<file path="config.mk">
export PLATFORM = sky130hd
export DESIGN_NAME = mips_memory_port_arbiter
export DESIGN_NICKNAME = d
export VERILOG_FILES = /design/src/rtl/mips_memory_port_arbiter.sv
export SDC_FILE = /design/constraint.sdc
export NUM_CORES = 1
export LEC_CHECK = 0
export BUFFER_PORTS_ARGS = -buffer_cell sky130_fd_sc_hd__buf_2
export CAP_MARGIN = 30
export CORE_UTILIZATION = 52
export DETAILED_ROUTE_END_ITERATION = 10
export PLACE_DENSITY = 0.86
export SETUP_SLACK_MARGIN = 0.1
export SLEW_MARGIN = 10
export SYNTH_ARGS = -nofsm -noshare
export SYNTH_HDL_FRONTEND = slang
export SYNTH_SLANG_ARGS = --single-unit
</file>
<file path="constraint.sdc">
create_clock -name clock -period 5.3 [get_ports clock]
set_input_delay 0.265 -clock clock [delete_from_list [all_inputs] [get_ports clock]]
set_output_delay 0.265 -clock clock [all_outputs]
set_load 0.05 [all_outputs]
</file>
<file path="src/rtl/mips_memory_port_arbiter.sv">
// Arbitrates fetch vs data onto one word memory; optional MIPS_MEMORY_PORT_ARBITER_FETCH_BUFFER_EN adds a one-entry fetch buffer.
// Latency: store 2, load/fetch LATENCY+2 cycles from grant, nop/misaligned 1; stall holds the pipeline until the ready pulse.
module mips_memory_port_arbiter #(
    parameter int LATENCY       = 1,
    parameter int ADDRESS_WIDTH = 32
) (
    input  logic                     clock,
    input  logic                     reset,
    input  logic                     fetchRequest,
    input  logic [ADDRESS_WIDTH-1:0] fetchAddress,
    output logic                     fetchReady,
    output logic [31:0]              fetchData,
    input  logic                     dataRequest,
    input  logic                     dataWrite,
    input  logic [1:0]               dataByteEnable,
    input  logic                     dataExtend,
    input  logic [ADDRESS_WIDTH-1:0] dataAddress,
    input  logic [31:0]              dataWriteData,
    output logic                     dataReady,
    output logic [31:0]              dataReadData,
    output logic                     misaligned,
    output logic                     memRequest,
    output logic                     memWriteEnable,
    output logic [ADDRESS_WIDTH-3:0] memAddress,
    output logic [3:0]               memByteMask,
    output logic [31:0]              memWriteData,
    input  logic [31:0]              memReadData,
    output logic                     stall
);
    typedef enum logic [1:0] {IDLE, READ_WAIT, DONE} state_t;

    localparam logic       GRANT_FETCH = 1'b0;
    localparam logic       GRANT_DATA  = 1'b1;
    localparam logic [2:0] LAT         = 3'(LATENCY);

    state_t      state;
    logic        last_grant;
    logic [2:0]  lat_cnt;
    logic        owner_data;
    logic        acc_write;
    logic        acc_ext;
    logic [1:0]  acc_be;
    logic [1:0]  acc_lane;

    logic        data_nop;
    logic        data_mis;
    logic        data_wins;
    logic        fetch_wins;
    logic        fetch_hit;
    logic        read_done;
    logic [3:0]  data_mask;
    logic [31:0] store_data;
    logic [31:0] read_shifted;
    logic [31:0] load_result;
    logic [31:0] buf_data;
    logic        unused_addr_bits;

    assign unused_addr_bits = ^fetchAddress[1:0];

    assign data_nop   = (dataByteEnable == 2'b00);
    assign data_mis   = ((dataByteEnable == 2'b10) && dataAddress[0]) ||
                        ((dataByteEnable == 2'b11) && (dataAddress[1:0] != 2'b00));
    // On contention the requester not served last time goes first.
    assign data_wins  = dataRequest && (!fetchRequest || (last_grant == GRANT_FETCH));
    assign fetch_wins = fetchRequest && !data_wins;
    assign read_done  = (state == READ_WAIT) && !acc_write && (lat_cnt == LAT);

    assign stall = (fetchRequest & ~fetchReady) | (dataRequest & ~dataReady);

    always_comb begin
        data_mask  = 4'b1111;
        store_data = dataWriteData;
        case (dataByteEnable)
            2'b01: begin
                data_mask  = 4'b0001 << dataAddress[1:0];
                store_data = {4{dataWriteData[7:0]}};
            end
            2'b10: begin
                data_mask  = 4'b0011 << dataAddress[1:0];
                store_data = {2{dataWriteData[15:0]}};
            end
            default: ;
        endcase
    end

    always_comb begin
        read_shifted = memReadData >> {acc_lane, 3'b000};
        load_result  = memReadData;
        case (acc_be)
            2'b01: load_result = acc_ext ? {24'd0, read_shifted[7:0]}
                                         : {{24{read_shifted[7]}}, read_shifted[7:0]};
            2'b10: load_result = acc_ext ? {16'd0, read_shifted[15:0]}
                                         : {{16{read_shifted[15]}}, read_shifted[15:0]};
            default: ;
        endcase
    end

`ifdef MIPS_MEMORY_PORT_ARBITER_FETCH_BUFFER_EN
    logic                     buf_valid;
    logic [ADDRESS_WIDTH-3:0] buf_addr;

    assign fetch_hit = buf_valid && (buf_addr == fetchAddress[ADDRESS_WIDTH-1:2]);

    // memAddress still holds the fetch word address while the read is outstanding.
    always_ff @(posedge clock) begin
        if (reset) begin
            buf_valid <= 1'b0;
            buf_addr  <= '0;
            buf_data  <= '0;
        end else if (read_done && !owner_data) begin
            buf_valid <= 1'b1;
            buf_addr  <= memAddress;
            buf_data  <= memReadData;
        end else if ((state == IDLE) && data_wins && dataWrite && !data_nop && !data_mis &&
                     (buf_addr == dataAddress[ADDRESS_WIDTH-1:2])) begin
            buf_valid <= 1'b0;
        end
    end
`else
    assign fetch_hit = 1'b0;
    assign buf_data  = '0;
`endif

    always_ff @(posedge clock) begin
        if (reset) begin
            state          <= IDLE;
            last_grant     <= GRANT_FETCH;
            lat_cnt        <= '0;
            owner_data     <= 1'b0;
            acc_write      <= 1'b0;
            acc_ext        <= 1'b0;
            acc_be         <= '0;
            acc_lane       <= '0;
            fetchReady     <= 1'b0;
            fetchData      <= '0;
            dataReady      <= 1'b0;
            dataReadData   <= '0;
            misaligned     <= 1'b0;
            memRequest     <= 1'b0;
            memWriteEnable <= 1'b0;
            memAddress     <= '0;
            memByteMask    <= '0;
            memWriteData   <= '0;
        end else begin
            memRequest     <= 1'b0;
            memWriteEnable <= 1'b0;
            fetchReady     <= 1'b0;
            dataReady      <= 1'b0;
            misaligned     <= 1'b0;
            case (state)
                IDLE: begin
                    if (data_wins) begin
                        last_grant <= GRANT_DATA;
                        if (data_nop || data_mis) begin
                            dataReady    <= 1'b1;
                            misaligned   <= data_mis;
                            dataReadData <= '0;
                            state        <= DONE;
                        end else begin
                            memRequest     <= 1'b1;
                            memWriteEnable <= dataWrite;
                            memAddress     <= dataAddress[ADDRESS_WIDTH-1:2];
                            memByteMask    <= data_mask;
                            memWriteData   <= store_data;
                            owner_data     <= 1'b1;
                            acc_write      <= dataWrite;
                            acc_be         <= dataByteEnable;
                            acc_ext        <= dataExtend;
                            acc_lane       <= dataAddress[1:0];
                            lat_cnt        <= '0;
                            state          <= READ_WAIT;
                        end
                    end else if (fetch_wins) begin
                        if (fetch_hit) begin
                            fetchReady <= 1'b1;
                            fetchData  <= buf_data;
                            state      <= DONE;
                        end else begin
                            last_grant  <= GRANT_FETCH;
                            memRequest  <= 1'b1;
                            memAddress  <= fetchAddress[ADDRESS_WIDTH-1:2];
                            memByteMask <= 4'b1111;
                            owner_data  <= 1'b0;
                            acc_write   <= 1'b0;
                            lat_cnt     <= '0;
                            state       <= READ_WAIT;
                        end
                    end
                end
                // A store uses this state only for its single strobe cycle.
                READ_WAIT: begin
                    if (acc_write) begin
                        dataReady <= 1'b1;
                        state     <= DONE;
                    end else if (lat_cnt == LAT) begin
                        if (owner_data) begin
                            dataReady    <= 1'b1;
                            dataReadData <= load_result;
                        end else begin
                            fetchReady <= 1'b1;
                            fetchData  <= memReadData;
                        end
                        state <= DONE;
                    end else begin
                        lat_cnt <= lat_cnt + 3'd1;
                    end
                end
                DONE:    state <= IDLE;
                default: state <= IDLE;
            endcase
        end
    end
endmodule

</file>
# After elaboration in Yosys (flattened, before gate mapping)

Index checks and enable logic that the tools add are counted.

Input bits: 136
Logic and storage cells: 122
Register bits after elaboration: 148

$add $sub $neg: 1
Multiplexer cells: 45
Reduce and logical (&&, ||, !) cells: 25
Bitwise operators: 13
Shift operators: 3
Equality and inequality tests: 17

Operators with widths:

| operator           | count |
|---|---|
| $mux 32            | 7 |
| $pmux 32 s2        | 3 |
| $mux 30            | 3 |
| $shr 32x5->16      | 1 |
| $mux 1             | 15 |
| $mux 3             | 5 |
| $mux 4             | 3 |
| $ne 2x2->1 const B | 6 |
| $reduce_or 4->1    | 3 |
| $mux 2             | 5 |
| $not 1->1          | 10 |
| $pmux 4 s2         | 1 |
| $eq 2x1->1 const B | 3 |
| $eq 2x2->1 const B | 3 |
| $ne 3x3->1 const B | 2 |
| $pmux 3 s2         | 1 |
| $reduce_and 3->1   | 2 |
| $reduce_and 6->1   | 1 |
| $reduce_bool 2->1  | 3 |
| $reduce_and 5->1   | 1 |
| $logic_and 1x1->1  | 4 |
| $logic_not 2->1    | 2 |
| $pmux 2 s2         | 1 |
| $reduce_and 2->1   | 2 |
| other kinds (13)   | 17 |

# Longest topological paths before layout

Depth after elaboration: 8
Gate-level depth with buffers: 9
Mapped depth without buffers: 6

# Worst setup path after synthesis

No wires, ideal clock.

Path type: register -> register
From: register acc_be[0]
To: register dataReadData[21]
Arrival time: 1.909 ns
Data required time: 5.230 ns
Period minus slack after synthesis: 1.979 ns
Path slack: 3.321 ns
Setup time: 0.070 ns
Stages on the path, launching flop included: 9
Buffers on the path: 2
Cell sequence: dfxtp_1 inv_1 ha_1 buf_2 inv_1 nor3_1 clkbuf_1 a32oi_1 a21oi_1

Word-level cells in the longest chain between the ends: 6
Elaborated cells on any way between the ends: 7
Classes of those cells: 2 x eq/ne; 5 x mux

Ends and longest elaborated chain:

| element                                         | line | RTL |
|---|---|---|
| start, declared                                 | 42   | `logic [1:0] acc_be;` |
| start signal, assigned                          | 167  | `acc_be <= dataByteEnable;` |
| $eq 2x2->1 / $eq 2x1->1 (equally long branches) | 89   | `case (acc_be)` |
| $pmux 32 s2 *                                   | 89   |  |
| $mux 32 *                                       | 196  | `if (owner_data) begin` |
| $mux 32 *                                       | 195  | `end else if (lat_cnt == LAT) begin` |
| $mux 32 *                                       | 192  | `if (acc_write) begin` |
| $pmux 32 s2 *                                   | 150  | `case (state)` |
| end signal, assigned                            | 198  | `dataReadData <= load_result;` |
| end, declared                                   | 20   | `output logic [31:0] dataReadData,` |

Every way passes the cells marked *; elsewhere a longest branch is shown, timed or not. The select of a mux whose other input is x is not followed.
A chain may end at the register's enable or synchronous reset.

# Worst setup path after layout

From: register acc_lane[1]
To: register dataReadData[30]

Word-level cells in the longest chain between the ends: 7
Elaborated cells on any way between the ends: 8
Classes of those cells: 1 x shift; 7 x mux

Ends and longest elaborated chain:

| element                    | line   | RTL |
|---|---|---|
| start, declared            | 43     | `logic [1:0] acc_lane;` |
| start signal, assigned     | 169    | `acc_lane <= dataAddress[1:0];` |
| $shr 32x5->16 *            | 87     | `read_shifted = memReadData >> {acc_lane, 3'b000};` |
| $mux 32 (on tied branches) | 92, 90 |  |
| $pmux 32 s2 *              | 89     |  |
| $mux 32 *                  | 196    |  |
| $mux 32 *                  | 195    |  |
| $mux 32 *                  | 192    |  |
| $pmux 32 s2 *              | 150    |  |

Marks and branches as above.

==> run summary <==
The capturing point of the worst reg2reg path is dataReadData[30]$_SDFFE_PP0P_. The number of global-route vias before repair is 6175. The synthesized cell area is 6474 um2.

The total I/O pin count is 272. The die is 113.6 um tall. The static leakage came out at 3.697 nW. The worst hold path belongs to the class in -> reg.

Of the total synthesized cell area, the portion taken by AND, OR, NAND and NOR gates is 18.09%. By count the netlist is led by 181 x sky130_fd_sc_hd__nand2_1, 148 x sky130_fd_sc_hd__dfxtp_1, 81 x sky130_fd_sc_hd__a21oi_1. The transition time at the pin with the least slew margin is 0.8545 ns. The final count of hold timing violations is 0. The relative slew slack is 42.95%. The total power divided by cell area is 379.8 nW/um2.

Among all flip-flop cells after synthesis, the most frequent one is sky130_fd_sc_hd__dfxtp_1. The number of sinks on the clock net came out at 148. The number of failing setup endpoints in the final timing report is 0.

The fraction of layout instances using a drive strength above 1 came out at 32.28%. Subtracting the final worst setup slack from the clock period gives 2.739 ns. Port buffering added 269 buffers. Summing the areas of all compound-gate instances in the mapped netlist gives 25.14% of the synthesized area. VDD sags by at most 0.2617 mV. The clock slew seen by the registers of the worst setup and hold paths is 0.06 ns.

The post-cts gate resize count is 0. The detail-routed via count per cell came out at 5.694. The count of flip-flops with a built-in enable after synthesis came out at 0. The critical path starts at acc_lane[1]$_SDFFE_PP0P_. Setup repair after global routing left no endpoint under its margin. When the netlist entered floorplanning its net count stood at 911. For flop-to-flop paths, the worst setup slack is 2.56 ns. The xor/xnor cell area share of the yosys netlist is 0.2706%. The floorplan die area is 12900 um2. The starting utilization of the core area came out at 53.67%.

The number of maximum-capacitance violations is 0. After the first detailed-routing iteration, the DRC count stood at 539. After synthesis, the share of flip-flops with an asynchronous set or reset is 0%. The placeable core region is 12060 um2.

The weighted congestion reported at the end of routability-driven placement came out at 0.8812. The final route contains 6708 vias. The core utilization of the finished layout came out at 70.29%. The run finished with clean final reports. The pre-CTS worst setup slack came out at 2.471 ns.

The count of nets left with antenna violations once routing finished came out at 0. The synthesized design devotes to its leading area cell type 45.77% of total area. The placed instances occupy a cell area of 7894 um2. The number of max-slew violations in the final report is 0. The final instance area is 8478 um2.

The endpoint class of the critical path is a flip-flop. The placed wire-length estimate is 13390 um. The depth of the worst register-to-register path is 4. By area the synthesized netlist is led by sky130_fd_sc_hd__dfxtp_1 46%, sky130_fd_sc_hd__nand2_1 10%, sky130_fd_sc_hd__a21oi_1 6.3%. Following the worst setup path forward leads to its endpoint at dataReadData[30]$_SDFFE_PP0P_. The worst setup margin came out at 2.561 ns. The synthesized-area fraction occupied by adder cells is 1.546%. The proportion of synthesized area in mux cells is 4.155%.

The classification of the worst setup path is reg -> reg. The number of levels in the clock H-tree came out at 4. The most frequently used cell type in the post-synthesis netlist is sky130_fd_sc_hd__nand2_1. Summed over all layers, the global routing overflow is 0. The first-pass GRT wire length came out at 30880 um.

The maximum frequency from static timing analysis is 365.0 MHz. The initial antenna violation count was 0. The endpoint arrival time on the critical path is 3.07 ns. The maximum fanout encountered on the critical timing path came out at 21.

In this run the clock root is driven by a sky130_fd_sc_hd__clkbuf_16. On the final layout, the worst hold slack is 0.08330 ns. The wire length per cell came out at 16.56 um.

The number of buffers inserted to repair setup after CTS came out at 0. TritonCTS built the clock tree. Entering global routing, the biggest net connects 81 pins. The number of antenna diodes in the final layout is 0. The count of yosys warnings during synthesis is 0. Of all cell types, the one taking the most synthesized area is sky130_fd_sc_hd__dfxtp_1. The post-synthesis average cell area is 8.440 um2. The DRC violation count after routing came out at 0.

The number of unique standard cell types used by synthesis is 48. The synthesized design contains 148 register bits. For this run, the detailed router's first-pass iteration total came to 5.

The sequential cell area fraction in the yosys report is 45.77%. The net count of the finished layout is 1142. The post-synthesis instance total is 767. Data on the critical path is required at its endpoint by 5.63 ns. In this run, CTS created clock tree buffers numbering 17. In the finished design, the share of the clock period the worst path needs comes to 51.69%. The worst setup path is launched from a flip-flop. The total track usage is 30.79%.

The horizontal die dimension came out at 113.6 um. After routing, the total negative slack on setup checks comes to 0 ns. The worst-skew pair later-pin latency is 0.42 ns.

The final setup skew is 0.01021 ns. The relative area change from synthesis to final layout is 30.96%. The row count came out at 40. The hold-fix buffer count after cts came out at 0. The dominant combinational cell family by area after synthesis is compound AO/OA/AOI/OAI gates. The aggregate routed wire length came out at 19510 um. In this run the critical register-to-register path is launched from acc_lane[1]$_SDFFE_PP0P_.

The number of buffers on the longest clock path came out at 2.
flip-flops by register name (all words and copies together) (netlist names):
signal and flops:
dataReadData 32, fetchData 32, memWriteData 32, memAddress 30, memByteMask 4, lat_cnt 3, acc_be 2, acc_lane 2
state 2, acc_ext 1, acc_write 1, dataReady 1, fetchReady 1, last_grant 1, memRequest 1, memWriteEnable 1
misaligned 1, owner_data 1
power breakdown:
group	leakage, nW	internal (W)	switching (W)
registers	1.21	0.00120	0.0000512
clock network	0.285	0.000703	0.000452
logic	2.21	0.000230	0.000583
total	3.70	0.00213	0.00109
stage by stage:
stage / total power (W) / instances
detailed placement: 0.002080 / 1146
finish: 0.003220 / 1178
global route: 0.003356 / 1178
CTS: 0.003229 / 1177
global placement: 0.002059 / 1143
floorplan: 0.001860 / 767
layout make-up:
| type | count | area [um2] |
|---|---|---|
| flip-flops and latches | 148 | 2963 |
| repair buffers | 280 | 1483 |
| multi-input cells | 540 | 3208 |
| clock inverters | 8 | 75.07 |
| well taps | 168 | 210.2 |
| fillers | 970 | 3583 |
| inverters | 11 | 41.29 |
| clock buffers | 23 | 498.0 |
cells by family (layout without fill, tap and decap cells):
family,count (synthesis),after routing
compound gates,227,227
flops,148,148
mux,18,18
buf+inv,79,322
xor+xnor,2,2
fa+ha+maj,8,8
simple gates,285,285
how the worst min path moves through the flow:
| stage | from | endpoint | slack, ns | cells past startpoint |
|---|---|---|---|---|
| 3_3_place_gp | memWriteData[13]$_SDFFE_PP0P_ | memWriteData[13]$_SDFFE_PP0P_ | 0.44 | 2 |
| 3_5_place_dp | memWriteData[26]$_SDFFE_PP0P_ | memWriteData[26]$_SDFFE_PP0P_ | 0.44 | 2 |
| 4_1_cts | dataWrite | memWriteEnable$_SDFF_PP0_ | 0.07 | 3 |
| 2_1_floorplan | fetchRequest | last_grant$_SDFFE_PP0P_ | 0.38 | 1 |
| 5_1_grt | dataExtend | acc_ext$_SDFFE_PP0P_ | 0.08 | 3 |
| 6_report | dataWrite | memWriteEnable$_SDFF_PP0_ | 0.08 | 3 |
worst max-delay path, stage by stage, from the launching register on:
cell and delay [ns]:
sky130_fd_sc_hd__dfxtp_1 0.88, sky130_fd_sc_hd__nor2b_1 0.66, sky130_fd_sc_hd__a32o_1 0.35, sky130_fd_sc_hd__o2111ai_2 0.45, sky130_fd_sc_hd__a21oi_1 0.31
layout by cell type (no fill, tap or decap), types with 3 or more instances in the layout:
cell type	Yosys	final
sky130_fd_sc_hd__o2bb2ai_1	23	23
sky130_fd_sc_hd__clkbuf_16	0	17
sky130_fd_sc_hd__mux4_2	7	7
sky130_fd_sc_hd__a32oi_1	17	17
sky130_fd_sc_hd__buf_2	17	268
sky130_fd_sc_hd__a221oi_1	7	7
sky130_fd_sc_hd__nor3_1	15	15
sky130_fd_sc_hd__inv_1	10	10
sky130_fd_sc_hd__o211ai_1	16	16
sky130_fd_sc_hd__clkinv_2	0	4
sky130_fd_sc_hd__dfxtp_1	148	148
sky130_fd_sc_hd__nand2_1	181	181
sky130_fd_sc_hd__mux2i_1	10	10
sky130_fd_sc_hd__ha_1	8	8
sky130_fd_sc_hd__nor2b_1	11	11
sky130_fd_sc_hd__clkbuf_8	0	5
sky130_fd_sc_hd__nor2_1	59	59
sky130_fd_sc_hd__a311oi_1	40	40
sky130_fd_sc_hd__a211oi_1	4	3
sky130_fd_sc_hd__a22oi_1	15	15
sky130_fd_sc_hd__nand2b_1	7	7
sky130_fd_sc_hd__o21ai_0	10	10
sky130_fd_sc_hd__buf_4	0	8
sky130_fd_sc_hd__a21oi_1	81	81
metal layers:
metal	GRT usage [%]	vias up	wire, um
met5	0	-	0
met4	14.39	0	692
met3	7.705	49	1525
met2	52.40	345	9482
met1	36.46	3101	7805
li1	-	3213	-
(Power assumes the default switching activity.)
